File: src/rtl/npu_act_mem_arbiter.sv
// Single-port activation memory arbiter: read fetch, hardware writer and host loader.
// Define NPU_ACT_ARB_ROUND_ROBIN_EN for round-robin arbitration; default is fixed read > hw > host.
module npu_act_mem_arbiter #(
  parameter int unsigned DATA_WIDTH = 16,
  parameter int unsigned ADDR_WIDTH = 12,
  parameter int unsigned ACT_DEPTH  = 3872,
  parameter int unsigned RD_LATENCY = 1
) (
  input  logic                  clk,
  input  logic                  rst,
  input  logic [2:0]            npu_layer_in_progress,
  input  logic                  hw_mem_wr,
  input  logic [ADDR_WIDTH-1:0] hw_mem_wr_addr,
  input  logic [DATA_WIDTH-1:0] hw_mem_wr_data,
  output logic                  hw_mem_wr_ack_p,
  input  logic                  host_mem_wr,
  input  logic [ADDR_WIDTH-1:0] host_mem_wr_addr,
  input  logic [DATA_WIDTH-1:0] host_mem_wr_data,
  output logic                  host_mem_wr_ack_p,
  input  logic                  rd_req,
  input  logic [ADDR_WIDTH-1:0] rd_addr,
  output logic                  rd_ack_p,
  output logic [DATA_WIDTH-1:0] rd_data,
  output logic                  rd_data_valid_p,
  output logic                  mem_en,
  output logic                  mem_we,
  output logic [ADDR_WIDTH-1:0] mem_addr,
  output logic [DATA_WIDTH-1:0] mem_wdata,
  input  logic [DATA_WIDTH-1:0] mem_rdata,
  output logic                  addr_err
);

  localparam int unsigned SRC_W = 2;
  localparam int unsigned CNT_W = 2;
  localparam logic [SRC_W-1:0] SRC_RD   = SRC_W'(0);
  localparam logic [SRC_W-1:0] SRC_HW   = SRC_W'(1);
  localparam logic [SRC_W-1:0] SRC_HOST = SRC_W'(2);

  typedef enum logic [1:0] {IDLE, ISSUE, RD_WAIT} state_t;

  state_t                 state;
  logic                   is_rd;
  logic [CNT_W-1:0]       rd_cnt;
  logic [2:0]             req;
  logic                   win_vld;
  logic [SRC_W-1:0]       win;
  logic [ADDR_WIDTH-1:0]  win_addr;
  logic [DATA_WIDTH-1:0]  win_data;
  logic                   win_oor;

`ifdef NPU_ACT_ARB_ROUND_ROBIN_EN
  logic [SRC_W-1:0]       rr_ptr;

  // rr_ptr names the requester with highest priority this round
  function automatic logic [SRC_W-1:0] rr_pick(input logic [2:0] r, input logic [SRC_W-1:0] p);
    logic [SRC_W-1:0] a, b, c;
    a = p;
    b = (a == SRC_HOST) ? SRC_RD : a + SRC_W'(1);
    c = (b == SRC_HOST) ? SRC_RD : b + SRC_W'(1);
    if (r[a])      return a;
    else if (r[b]) return b;
    else           return c;
  endfunction
`endif

  // Host writes are fenced while any layer is running
  assign req     = {host_mem_wr & (npu_layer_in_progress == 3'd0), hw_mem_wr, rd_req};
  assign win_vld = |req;

  always_comb begin
    win      = SRC_RD;
    win_addr = rd_addr;
    win_data = '0;
`ifdef NPU_ACT_ARB_ROUND_ROBIN_EN
    win = rr_pick(req, rr_ptr);
`else
    if (req[0])      win = SRC_RD;
    else if (req[1]) win = SRC_HW;
    else             win = SRC_HOST;
`endif
    if (win == SRC_HW) begin
      win_addr = hw_mem_wr_addr;
      win_data = hw_mem_wr_data;
    end else if (win == SRC_HOST) begin
      win_addr = host_mem_wr_addr;
      win_data = host_mem_wr_data;
    end
    win_oor = (win != SRC_RD) && (32'(win_addr) >= ACT_DEPTH);
  end

  always_ff @(posedge clk or posedge rst) begin
    if (rst) begin
      state             <= IDLE;
      is_rd             <= 1'b0;
      rd_cnt            <= '0;
      hw_mem_wr_ack_p   <= 1'b0;
      host_mem_wr_ack_p <= 1'b0;
      rd_ack_p          <= 1'b0;
      rd_data_valid_p   <= 1'b0;
      rd_data           <= '0;
      mem_en            <= 1'b0;
      mem_we            <= 1'b0;
      mem_addr          <= '0;
      mem_wdata         <= '0;
      addr_err          <= 1'b0;
`ifdef NPU_ACT_ARB_ROUND_ROBIN_EN
      rr_ptr            <= SRC_RD;
`endif
    end else begin
      hw_mem_wr_ack_p   <= 1'b0;
      host_mem_wr_ack_p <= 1'b0;
      rd_ack_p          <= 1'b0;
      rd_data_valid_p   <= 1'b0;
      mem_en            <= 1'b0;
      mem_we            <= 1'b0;
      unique case (state)
        IDLE: begin
          if (win_vld) begin
            state             <= ISSUE;
            is_rd             <= (win == SRC_RD);
            mem_addr          <= win_addr;
            mem_wdata         <= win_data;
            mem_en            <= !win_oor;
            mem_we            <= (win != SRC_RD) && !win_oor;
            addr_err          <= addr_err | win_oor;
            rd_ack_p          <= (win == SRC_RD);
            hw_mem_wr_ack_p   <= (win == SRC_HW);
            host_mem_wr_ack_p <= (win == SRC_HOST);
`ifdef NPU_ACT_ARB_ROUND_ROBIN_EN
            rr_ptr            <= (win == SRC_HOST) ? SRC_RD : win + SRC_W'(1);
`endif
          end
        end
        ISSUE: begin
          if (is_rd) begin
            state  <= RD_WAIT;
            rd_cnt <= CNT_W'(1);
          end else begin
            state  <= IDLE;
          end
        end
        RD_WAIT: begin
          // Sample memory output exactly RD_LATENCY cycles after the issue cycle
          if (rd_cnt == CNT_W'(RD_LATENCY)) begin
            rd_data         <= mem_rdata;
            rd_data_valid_p <= 1'b1;
            state           <= IDLE;
          end else begin
            rd_cnt <= rd_cnt + CNT_W'(1);
          end
        end
        default: state <= IDLE;
      endcase
    end
  end

endmodule

File: config.mk
export PLATFORM = sky130hd
export DESIGN_NAME = npu_act_mem_arbiter
export DESIGN_NICKNAME = d
export VERILOG_FILES = /design/src/rtl/npu_act_mem_arbiter.sv
export SDC_FILE = /design/constraint.sdc
export NUM_CORES = 1
export LEC_CHECK = 0
export CORE_MARGIN = 8
export CORE_UTILIZATION = 34
export DETAILED_ROUTE_END_ITERATION = 10
export HOLD_SLACK_MARGIN = 0.15
export PLACE_DENSITY = 0.76
export SLEW_MARGIN = 20
export SYNTH_ARGS = -nofsm -noshare
export SYNTH_HDL_FRONTEND = slang
export SYNTH_SLANG_ARGS = --single-unit
File: constraint.sdc
create_clock -name clk -period 1.8 [get_ports clk]
set_input_delay 0.36 -clock clk [delete_from_list [all_inputs] [get_ports clk]]
set_output_delay 0.36 -clock clk [all_outputs]
set_load 0.01 [all_outputs]
==> results.json, run 1 <==
{
  "status": "complete, no violations",
  "clk_path_buf_depth": 2,
  "cts-root-buf": "clkbuf_8",
  "hold_violations": 0,
  "worst_pin_slew_ps": 475,
  "cts_tree": "yes",
  "synthArstFlopShare_pct": 100,
  "first_iter_violations": 56,
  "start_util_pct": 34.8,
  "gp_congestion": 0.741,
  "synthesis.nets": 347,
  "pwr-share-clk_pct": 12.3,
  "internal_power_w": 0.00436,
  "antenna_left": 0,
  "critPathKind": "in -> reg",
  "fin_area_um2": 4490,
  "synth-warning-count": 0,
  "syn_inst": 254,
  "diodes": 0,
  "syn_to_final_growth_pct": 80.0,
  "syn_area_um2": 2500,
  "final-max-slew-violation-count": 0,
  "routedWlPerCell_um": 16.3,
  "placed_area_um2": 4130,
  "cp.arrival_ps": 1960,
  "clock_skew_ps": 8.13,
  "grt_pass1_wl_um": 13100,
  "syn_area_per_cell_um2": 9.83,
  "cp-start-kind": "input port",
  "cts_buffers": 5,
  "dieArea_um2": 10300,
  "p_seq_share_pct": 33.6,
  "p_leak_nw": 2.00,
  "ir_drop_uv": 636,
  "p_per_area_nw_per_um2": 1450,
  "period_share_pct": 98.0,
  "power.total_w": 0.00651,
  "swShare_pct": 33.0,
  "setup_viol": 0,
  "clk_pin_slew_ps": 100,
  "fin_crit_ps": 1760,
  "dpl.hpwl_um": 6100,
  "yosysTopAreaCell": "dfrtp_1",
  "port_buffers": 142,
  "cp-end-kind": "register",
  "io_pins": 143,
  "yosysMostFrequentCell": "nand2_1",
  "htree_levels": 2,
  "fmax_mhz": 567,
  "p_sw_w": 0.00215,
  "synth-edff-count": 0,
  "clock-sinks": 56,
  "min_path_type": "in -> async",
  "grt-ovfl-total": 0,
  "synthTopCellsByArea": "dfrtp_1 56%, nand2_1 12%, a221o_1 6.4%",
  "drive_above_1_share_pct": 16.3,
  "viasPerCell": 4.80,
  "fin_util_pct": 62.6,
  "synth_flop_cell": "dfrtp_1",
  "grt_pass1_vias": 2606,
  "firstDrtPassIters": 4,
  "nets": 508,
  "hold_buffers": 0,
  "max_slew_margin_pct": 68.1,
  "combPwrFrac_pct": 54.1,
  "grt_max_degree": 23,
  "antenna_found_initial": 0,
  "drc": 0,
  "die_y_um": 102,
  "crit_path_max_fanout": 5,
  "vias": 2473,
  "ys_types": 28,
  "instances_no_fill": 515,
  "clk-insertion-delay-late_ps": 300,
  "die_w_um": 102,
  "seq_area_frac_synth_pct": 56.1,
  "cap_violations": 0,
  "yosys-top-cells-count": "78 x nand2_1, 56 x dfrtp_1, 26 x nor2_1, 16 x a221o_1, 14 x o21ai_0",
  "routed_wl_um": 8380,
  "netlist.area_leader.share_pct": 56.1,
  "crit_required_ps": 2000,
  "dp_cells": 498,
  "coreArea_um2": 7180,
  "rsz0062_at_grt": "yes",
  "grt_util_all_layers_pct": 16.1,
  "ys_seq_elements": 56,
  "holdWs_ps": 371,
  "rows": 31
}
-- what timing repair did --
action                     in CTS  in global routing
gates resized for setup        35                  7
pin swaps                       3                  4
buffers inserted                3                  0
setup endpoints to repair      33                 16
gates cloned                    5                  1
hold endpoints to repair        0                  0
-- routing by layer --
layer,global-route usage (%),up-vias,part of all wire [%]
met5,0,-,0
met4,3.21,0,0.50
met3,6.80,4,11
met2,26.0,101,47
met1,19.6,1184,42
li1,-,1184,-
-- layout by cell type, fill, tap and decap left out, types with 2 or more instances in the layout --
cell type,Yosys,layout
nor2_1,26,13
a21oi_1,7,7
mux2i_1,12,12
o21ai_0,14,12
buf_16,0,4
clkbuf_8,0,5
dfrtp_1,56,56
buf_12,0,3
buf_6,3,4
nor3_1,2,2
buf_4,0,17
nor2_2,0,12
clkdlybuf4s50_1,0,136
o21ai_1,0,2
inv_1,3,2
inv_2,1,2
nand3b_1,2,2
buf_2,5,2
mux2_2,7,7
nand2_1,78,78
a221o_1,16,16
-- final timing paths --
check                                         startpoint                   endpoint  slack [ps]  cells past startpoint
worst max-delay path            npu_layer_in_progress[1]  mem_wdata[11]$_DFFE_PP0P_          40                      6
worst max register to register      state[1]$_DFFE_PP0P_  mem_wdata[11]$_DFFE_PP0P_         200                      4
max in group asynchronous                            rst    rd_data[14]$_DFFE_PP0P_         840                      3
worst min register to register  mem_addr[10]$_DFFE_PP0P_   mem_addr[10]$_DFFE_PP0P_         480                      2
min in group clk                mem_addr[10]$_DFFE_PP0P_   mem_addr[10]$_DFFE_PP0P_         480                      2
worst min-delay path                                 rst   mem_wdata[2]$_DFFE_PP0P_         370                      2
-- power groups by stage --
stage	logic (W)	clock network [W]	registers, W
2_1_floorplan	0.00100	0	0.00239
3_3_place_gp	0.00278	0	0.00218
3_5_place_dp	0.00286	0	0.00220
4_1_cts	0.00348	0.000826	0.00218
5_1_grt	0.00378	0.000864	0.00225
6_report	0.00352	0.000801	0.00219
-- cell families after synthesis --
family | Yosys count | share of synthesized area (%)
AND/OR/NAND/NOR | 113 | 18.5
adder cells (fa/ha/maj) | 1 | 0.501
multiplexers | 19 | 7.97
flip-flops | 56 | 56.1
AO/OA/AOI/OAI | 43 | 12.5
buffers and inverters | 22 | 4.46
-- per-stage QoR --
step / setup TNS, ps / setup slack (ps)
6_report: 0 / 35.5
5_1_grt: -7.56 / -7.56
4_1_cts: 0 / 1.61
3_5_place_dp: -16050 / -531
3_3_place_gp: -13720 / -424
2_1_floorplan: -140 / -8.86
-- worst max-delay path: stages --
cell and delay [ps]:
buf_6 90, or4b_4 530, a211o_4 380, buf_12 150
buf_16 130, a221o_1 330
-- registers in the layout, indices dropped and copies added, names as in the netlist --
signal             flops
rd_data_valid_p        1
rd_ack_p               1
state                  2
addr_err               1
hw_mem_wr_ack_p        1
rd_data               16
mem_we                 1
mem_en                 1
mem_addr              12
is_rd                  1
rd_cnt                 2
host_mem_wr_ack_p      1
mem_wdata             16
-- final cells by class --
type / count / area (µm²)
Fill cell: 571 / 2680
Timing Repair Buffer: 171 / 1800
Sequential cell: 56 / 1400
Multi-Input combinational cell: 176 / 1040
Tap cell: 99 / 124
Clock buffer: 6 / 72.6
Clock inverter: 2 / 35.0
Inverter: 5 / 18.8
Power figures use the tool's default switching activity.
==> run 2, diff against run 1 <==
--- a/config.mk
+++ b/config.mk
@@ -5,8 +5,9 @@
 export SDC_FILE = /design/constraint.sdc
 export NUM_CORES = 1
 export LEC_CHECK = 0
+export ABC_AREA = 1
 export CORE_MARGIN = 8
-export CORE_UTILIZATION = 34
+export CORE_UTILIZATION = 35
 export DETAILED_ROUTE_END_ITERATION = 10
 export HOLD_SLACK_MARGIN = 0.15
 export PLACE_DENSITY = 0.76
==> run 2 against run 1 <==
Net effect:
- non-clock buffer count fell by 6
- critical path depth fell by 5
- die area is 1.6% higher
- via count is 11% higher
- first-iteration DRC count up 18%
- routed wire length up 0.56%
- synthesized area increased by 4.9%
- critical path type is now reg -> out
- critical endpoint is now addr_err
==> results.json, run 2 <==
{
  "reg2reg_to": "rd_data[15]$_DFFE_PP0P_",
  "slowest_delay_ps": 560,
  "synthArstFlopShare_pct": 100,
  "start_util_pct": 36.1,
  "diodes": 0,
  "crit_path_max_fanout": 2,
  "cp-end-kind": "output pin",
  "p_leak_nw": 2.14,
  "worst_path_max_delay_cell": "clkdlybuf4s50_1",
  "die_w_um": 103,
  "grt_pass1_wl_um": 13700,
  "ir_drop_uv": 536,
  "viasPerCell": 4.61,
  "clock-sinks": 56,
  "gp_congestion": 0.866,
  "dp_slack_ps": -140,
  "dieArea_um2": 10500,
  "layout_common_cells": "171 x nand2_1, 142 x clkdlybuf4s50_1, 56 x dfrtp_1",
  "crit_required_ps": 1440,
  "grt_util_all_layers_pct": 16.5,
  "routed_wl_um": 8430,
  "setup_viol": 0,
  "reg2reg_depth": 5,
  "cpLargestDelayFamily": "buffers and inverters",
  "rsz0062_at_grt": "no",
  "clk-insertion-delay-late_ps": 300,
  "p_per_area_nw_per_um2": 1340,
  "hold_buffers": 0,
  "die_y_um": 103,
  "final-max-slew-violation-count": 0,
  "cp-start-kind": "register",
  "io_pins": 143,
  "timing.final.ws_setup_ps": 168,
  "p_seq_share_pct": 36.8,
  "post_cts_buffers": 0,
  "dpl.hpwl_um": 6920,
  "first_iter_violations": 66,
  "final_common_cell": "nand2_1",
  "synth_flop_cell": "dfrtp_1",
  "fmax_mhz": 613,
  "antenna_left": 0,
  "swShare_pct": 36.3,
  "grt_pass1_vias": 2891,
  "worst_pin_slew_ps": 438,
  "fin_util_pct": 60.1,
  "rows": 31,
  "path_buf_inv": 1,
  "holdWs_ps": 437,
  "fin_crit_ps": 1630,
  "coreArea_um2": 7250,
  "ys_types": 24,
  "synthesis.nets": 434,
  "routedWlPerCell_um": 14.1,
  "crit_path_start": "addr_err$_DFFE_PP0P_",
  "antenna_found_initial": 0,
  "top_regs": "mem_wdata: 16 flops, rd_data: 16 flops, mem_addr: 12 flops",
  "drc": 0,
  "synthTopCellsByArea": "dfrtp_1 53%, nand2_1 24%, nand3_1 6.3%",
  "yosysMostFrequentCell": "nand2_1",
  "crit_chain": "clkdlybuf4s50_1",
  "num-fill-cells": 669,
  "yosys-top-cells-count": "171 x nand2_1, 56 x dfrtp_1, 33 x nand3_1, 20 x nor2_1, 17 x inv_1",
  "synth-warning-count": 0,
  "vias": 2746,
  "period_share_pct": 90.6,
  "internal_power_w": 0.00373,
  "port_buffers": 142,
  "yosysTopAreaCell": "dfrtp_1",
  "status": "complete, no violations",
  "critPathKind": "reg -> out",
  "netlist.area_leader.share_pct": 53.5,
  "grt_max_degree": 57,
  "syn_area_um2": 2620,
  "clk_path_buf_depth": 2,
  "r2r_start": "rd_cnt[0]$_DFFE_PP0P_",
  "min_path_type": "in -> async",
  "ctsResizeCount": 0,
  "cts_buffers": 5,
  "max_slew_margin_pct": 70.7,
  "cts-root-buf": "clkbuf_8",
  "clock_skew_ps": 6.70,
  "clk_pin_slew_ps": 100,
  "firstDrtPassIters": 4,
  "synth-edff-count": 0,
  "syn_to_final_growth_pct": 66.5,
  "syn_area_per_cell_um2": 7.68,
  "p_sw_w": 0.00213,
  "cp.arrival_ps": 1270,
  "syn_inst": 341,
  "r2r_slack_ps": 350,
  "nets": 589,
  "htree_levels": 2,
  "pwr-share-clk_pct": 11.5,
  "fin_area_um2": 4360,
  "final.setup.tns_ps": 0,
  "grt-ovfl-total": 0,
  "ys_seq_elements": 56,
  "cap_violations": 0,
  "seq_area_frac_synth_pct": 53.5,
  "cts_tree": "yes",
  "drive_above_1_share_pct": 7.65,
  "placed_area_um2": 4270,
  "combPwrFrac_pct": 51.7,
  "hold_violations": 0
}
[run 2: metrics by stage]
stage	std cells	power (W)
3_3_place_gp	588	0.00517
6_report	596	0.00586
3_5_place_dp	588	0.00527
5_1_grt	596	0.00634
2_1_floorplan	341	0.00350
4_1_cts	596	0.00596
[run 2: cells by family after synthesis]
| family | Yosys count | share of synthesized area, % |
|---|---|---|
| AOI/OAI and AO/OA | 18 | 4.78 |
| adders and majority gates | 1 | 0.477 |
| buffers and inverters | 38 | 6.45 |
| DFF | 56 | 53.5 |
| and+or+nand+nor | 228 | 34.8 |
[run 2: layer usage]
metal | up-vias | track usage, % | wire (µm)
met5 | - | 0 | 0
met4 | 0 | 2.37 | 35
met3 | 5 | 6.68 | 939
met2 | 117 | 28.1 | 3870
met1 | 1260 | 19.4 | 3580
li1 | 1364 | - | -
[run 2: final cells by class]
type,instances,area [µm²],area share [%]
Clock buffer,6,72.6,1.66
Clock inverter,2,16.3,0.373
Inverter,21,78.8,1.81
Multi-Input combinational cell,247,1050,24.1
Sequential cell,56,1400,32.1
Tap cell,99,124,2.84
Timing Repair Buffer,165,1620,37.1
[run 2: how the worst max path moves through the flow]
stage,endpoint,depth (start not counted)
finish,addr_err,1
global route,mem_en$_DFF_PP0_,10
CTS,addr_err,1
detailed placement,mem_we$_DFF_PP0_,9
global placement,mem_en$_DFF_PP0_,10
floorplan,addr_err$_DFFE_PP0P_,1
[run 2: power groups by stage]
stage / combinational, W / clock [W] / sequential [W]
6_report: 0.00303 / 0.000676 / 0.00216
2_1_floorplan: 0.00108 / 0 / 0.00242
3_5_place_dp: 0.00308 / 0 / 0.00218
3_3_place_gp: 0.00302 / 0 / 0.00215
4_1_cts: 0.00309 / 0.000704 / 0.00216
5_1_grt: 0.00336 / 0.000748 / 0.00223
==> run 3, diff against run 2 <==
--- a/config.mk
+++ b/config.mk
@@ -6,11 +6,14 @@
 export NUM_CORES = 1
 export LEC_CHECK = 0
 export ABC_AREA = 1
+export CELL_PAD_IN_SITES_DETAIL_PLACEMENT = 0
+export CELL_PAD_IN_SITES_GLOBAL_PLACEMENT = 1
+export CORE_ASPECT_RATIO = 2
 export CORE_MARGIN = 8
-export CORE_UTILIZATION = 35
+export CORE_UTILIZATION = 24
 export DETAILED_ROUTE_END_ITERATION = 10
 export HOLD_SLACK_MARGIN = 0.15
-export PLACE_DENSITY = 0.76
+export PLACE_DENSITY_LB_ADDON = 0.1
 export SLEW_MARGIN = 20
 export SYNTH_ARGS = -nofsm -noshare
 export SYNTH_HDL_FRONTEND = slang
==> run 3 against run 2 <==
Net effect:
- first-iteration DRC count up 14%
- global-route usage fell by 3.5 points
- combinational power up 1%
- critical path depth is 6 higher
- sequential share of layout area shrank 0.91 points
- design area increased by 2.9%
- highest routed layer unchanged
- non-clock buffer count unchanged
==> results.json, run 3 (same netlist as run 2, synthesis figures left out) <==
{
  "status": "complete, no violations",
  "antenna_found_initial": 0,
  "p_sw_w": 0.00218,
  "power.total_w": 0.00621,
  "coreArea_um2": 10800,
  "gp_congestion": 0.767,
  "crit_chain": "clkdlybuf4s50_1 -> buf_4 -> nor2_2 -> buf_4 -> a22oi_1 -> nand3_1 -> o21a_1",
  "hold_violations": 0,
  "grt_max_degree": 57,
  "r2r_slack_ps": 330,
  "final_common_cell": "nand2_1",
  "crit_path_frequent_cell": "buf_4",
  "dieArea_um2": 14700,
  "clk_pin_slew_ps": 70,
  "pwr-share-clk_pct": 15.9,
  "slowest_delay_ps": 450,
  "ctsResizeCount": 0,
  "clock_skew_ps": 2.88,
  "rows": 54,
  "clock-sinks": 56,
  "cts-root-buf": "clkbuf_16",
  "vias": 2680,
  "placed_area_um2": 4340,
  "fin_area_um2": 4490,
  "ir_drop_uv": 676,
  "cap_violations": 0,
  "max_slew_margin_pct": 67.5,
  "routed_wl_um": 9460,
  "grt_pass1_wl_um": 15000,
  "port_buffers": 142,
  "internal_power_w": 0.00403,
  "post_cts_buffers": 0,
  "worst_path_max_delay_cell": "clkdlybuf4s50_1",
  "final-max-slew-violation-count": 0,
  "fin_crit_ps": 1600,
  "drive_above_1_share_pct": 7.85,
  "clk_path_buf_depth": 2,
  "min_path_type": "in -> async",
  "start_util_pct": 24.2,
  "cp-end-kind": "register",
  "final.setup.tns_ps": 0,
  "cp.arrival_ps": 1830,
  "swShare_pct": 35.1,
  "drc": 0,
  "nets": 589,
  "die_y_um": 164,
  "firstDrtPassIters": 4,
  "antenna_left": 0,
  "crit_path_max_fanout": 21,
  "routedWlPerCell_um": 14.9,
  "fmax_mhz": 625,
  "path_buf_inv": 3,
  "cts_tree": "yes",
  "p_leak_nw": 2.17,
  "grt-ovfl-total": 0,
  "cp-start-kind": "input port",
  "p_seq_share_pct": 34.7,
  "worst_pin_slew_ps": 485,
  "hold_buffers": 0,
  "die_w_um": 89.9,
  "cts_buffers": 5,
  "first_iter_violations": 75,
  "grt_util_all_layers_pct": 13.0,
  "rsz0062_at_grt": "no",
  "dpl.hpwl_um": 7670,
  "top_regs": "mem_wdata: 16 flops, rd_data: 16 flops, mem_addr: 12 flops",
  "clk-insertion-delay-late_ps": 290,
  "io_pins": 143,
  "diodes": 0,
  "p_per_area_nw_per_um2": 1380,
  "critPathKind": "in -> reg",
  "period_share_pct": 88.9,
  "setup_viol": 0,
  "grt_pass1_vias": 2769,
  "htree_levels": 2,
  "syn_to_final_growth_pct": 71.3,
  "combPwrFrac_pct": 49.4,
  "layout_common_cells": "171 x nand2_1, 142 x clkdlybuf4s50_1, 56 x dfrtp_1",
  "crit_required_ps": 2030,
  "viasPerCell": 4.21,
  "fin_util_pct": 41.5,
  "cpLargestDelayFamily": "buffers and inverters"
}
run 3: cell types whose count changed in the layout (fill, tap and decap cells not counted), sizes merged:
cell    previous run  this run
clkbuf             6         7
clkinv             2         1
run 3: area by class of cell:
cell class / count / area, µm²
clock inverter: 1 / 7.51
inverter: 21 / 78.8
clock buffer: 7 / 143
multi-input combinational: 247 / 1050
sequential: 56 / 1400
tap: 140 / 175
timing repair buffer: 165 / 1630
fill: 1149 / 6320
run 3: through the flow:
stage	setup WS [ps]	instances	hold slack (ps)
floorplan	68.7	341	454
global placement	-117	629	452
detailed placement	-125	629	458
CTS	184	637	450
global route	50.1	637	457
finish	199	637	432
run 3: path summary, 6_finish.rpt:
kind	to	from	depth (start not counted)
worst max-delay path	mem_addr[1]$_DFFE_PP0P_	rd_req	7
worst min-delay path	rd_data[9]$_DFFE_PP0P_	rst	3
worst max register to register	rd_data[6]$_DFFE_PP0P_	rd_cnt[0]$_DFFE_PP0P_	5
worst min register to register	mem_wdata[1]$_DFFE_PP0P_	mem_wdata[1]$_DFFE_PP0P_	2
max in group asynchronous	hw_mem_wr_ack_p$_DFF_PP0_	rst	3
min in group clk	mem_wdata[1]$_DFFE_PP0P_	mem_wdata[1]$_DFFE_PP0P_	2
run 3: power groups by stage:
stage / registers, W / clock network [W] / logic (W)
6_report: 0.00216 / 0.000987 / 0.00307
5_1_grt: 0.00225 / 0.00107 / 0.00340
4_1_cts: 0.00217 / 0.00104 / 0.00317
3_5_place_dp: 0.00218 / 0 / 0.00316
3_3_place_gp: 0.00218 / 0 / 0.00313
2_1_floorplan: 0.00242 / 0 / 0.00108
run 3: routing by layer:
| layer | up-vias | routed length, µm | track usage (%) | share of wire [%] |
|---|---|---|---|---|
| met3 | 5 | 619 | 4.07 | 6.5 |
| met1 | 1224 | 3300 | 12.7 | 35 |
| li1 | 1366 | - | - | - |
| met4 | 0 | 110 | 3.89 | 1.2 |
| met2 | 85 | 5430 | 25.1 | 57 |
| met5 | - | 0 | 0 | 0 |
run 3: worst register-to-register path: cells and delay by family (launching register included):
| kind | cells | cell delay (ps) |
|---|---|---|
| and+or+nand+nor | 3 | 350 |
| adders and majority gates | 1 | 210 |
| DFF | 1 | 400 |
| buffers and inverters | 1 | 400 |
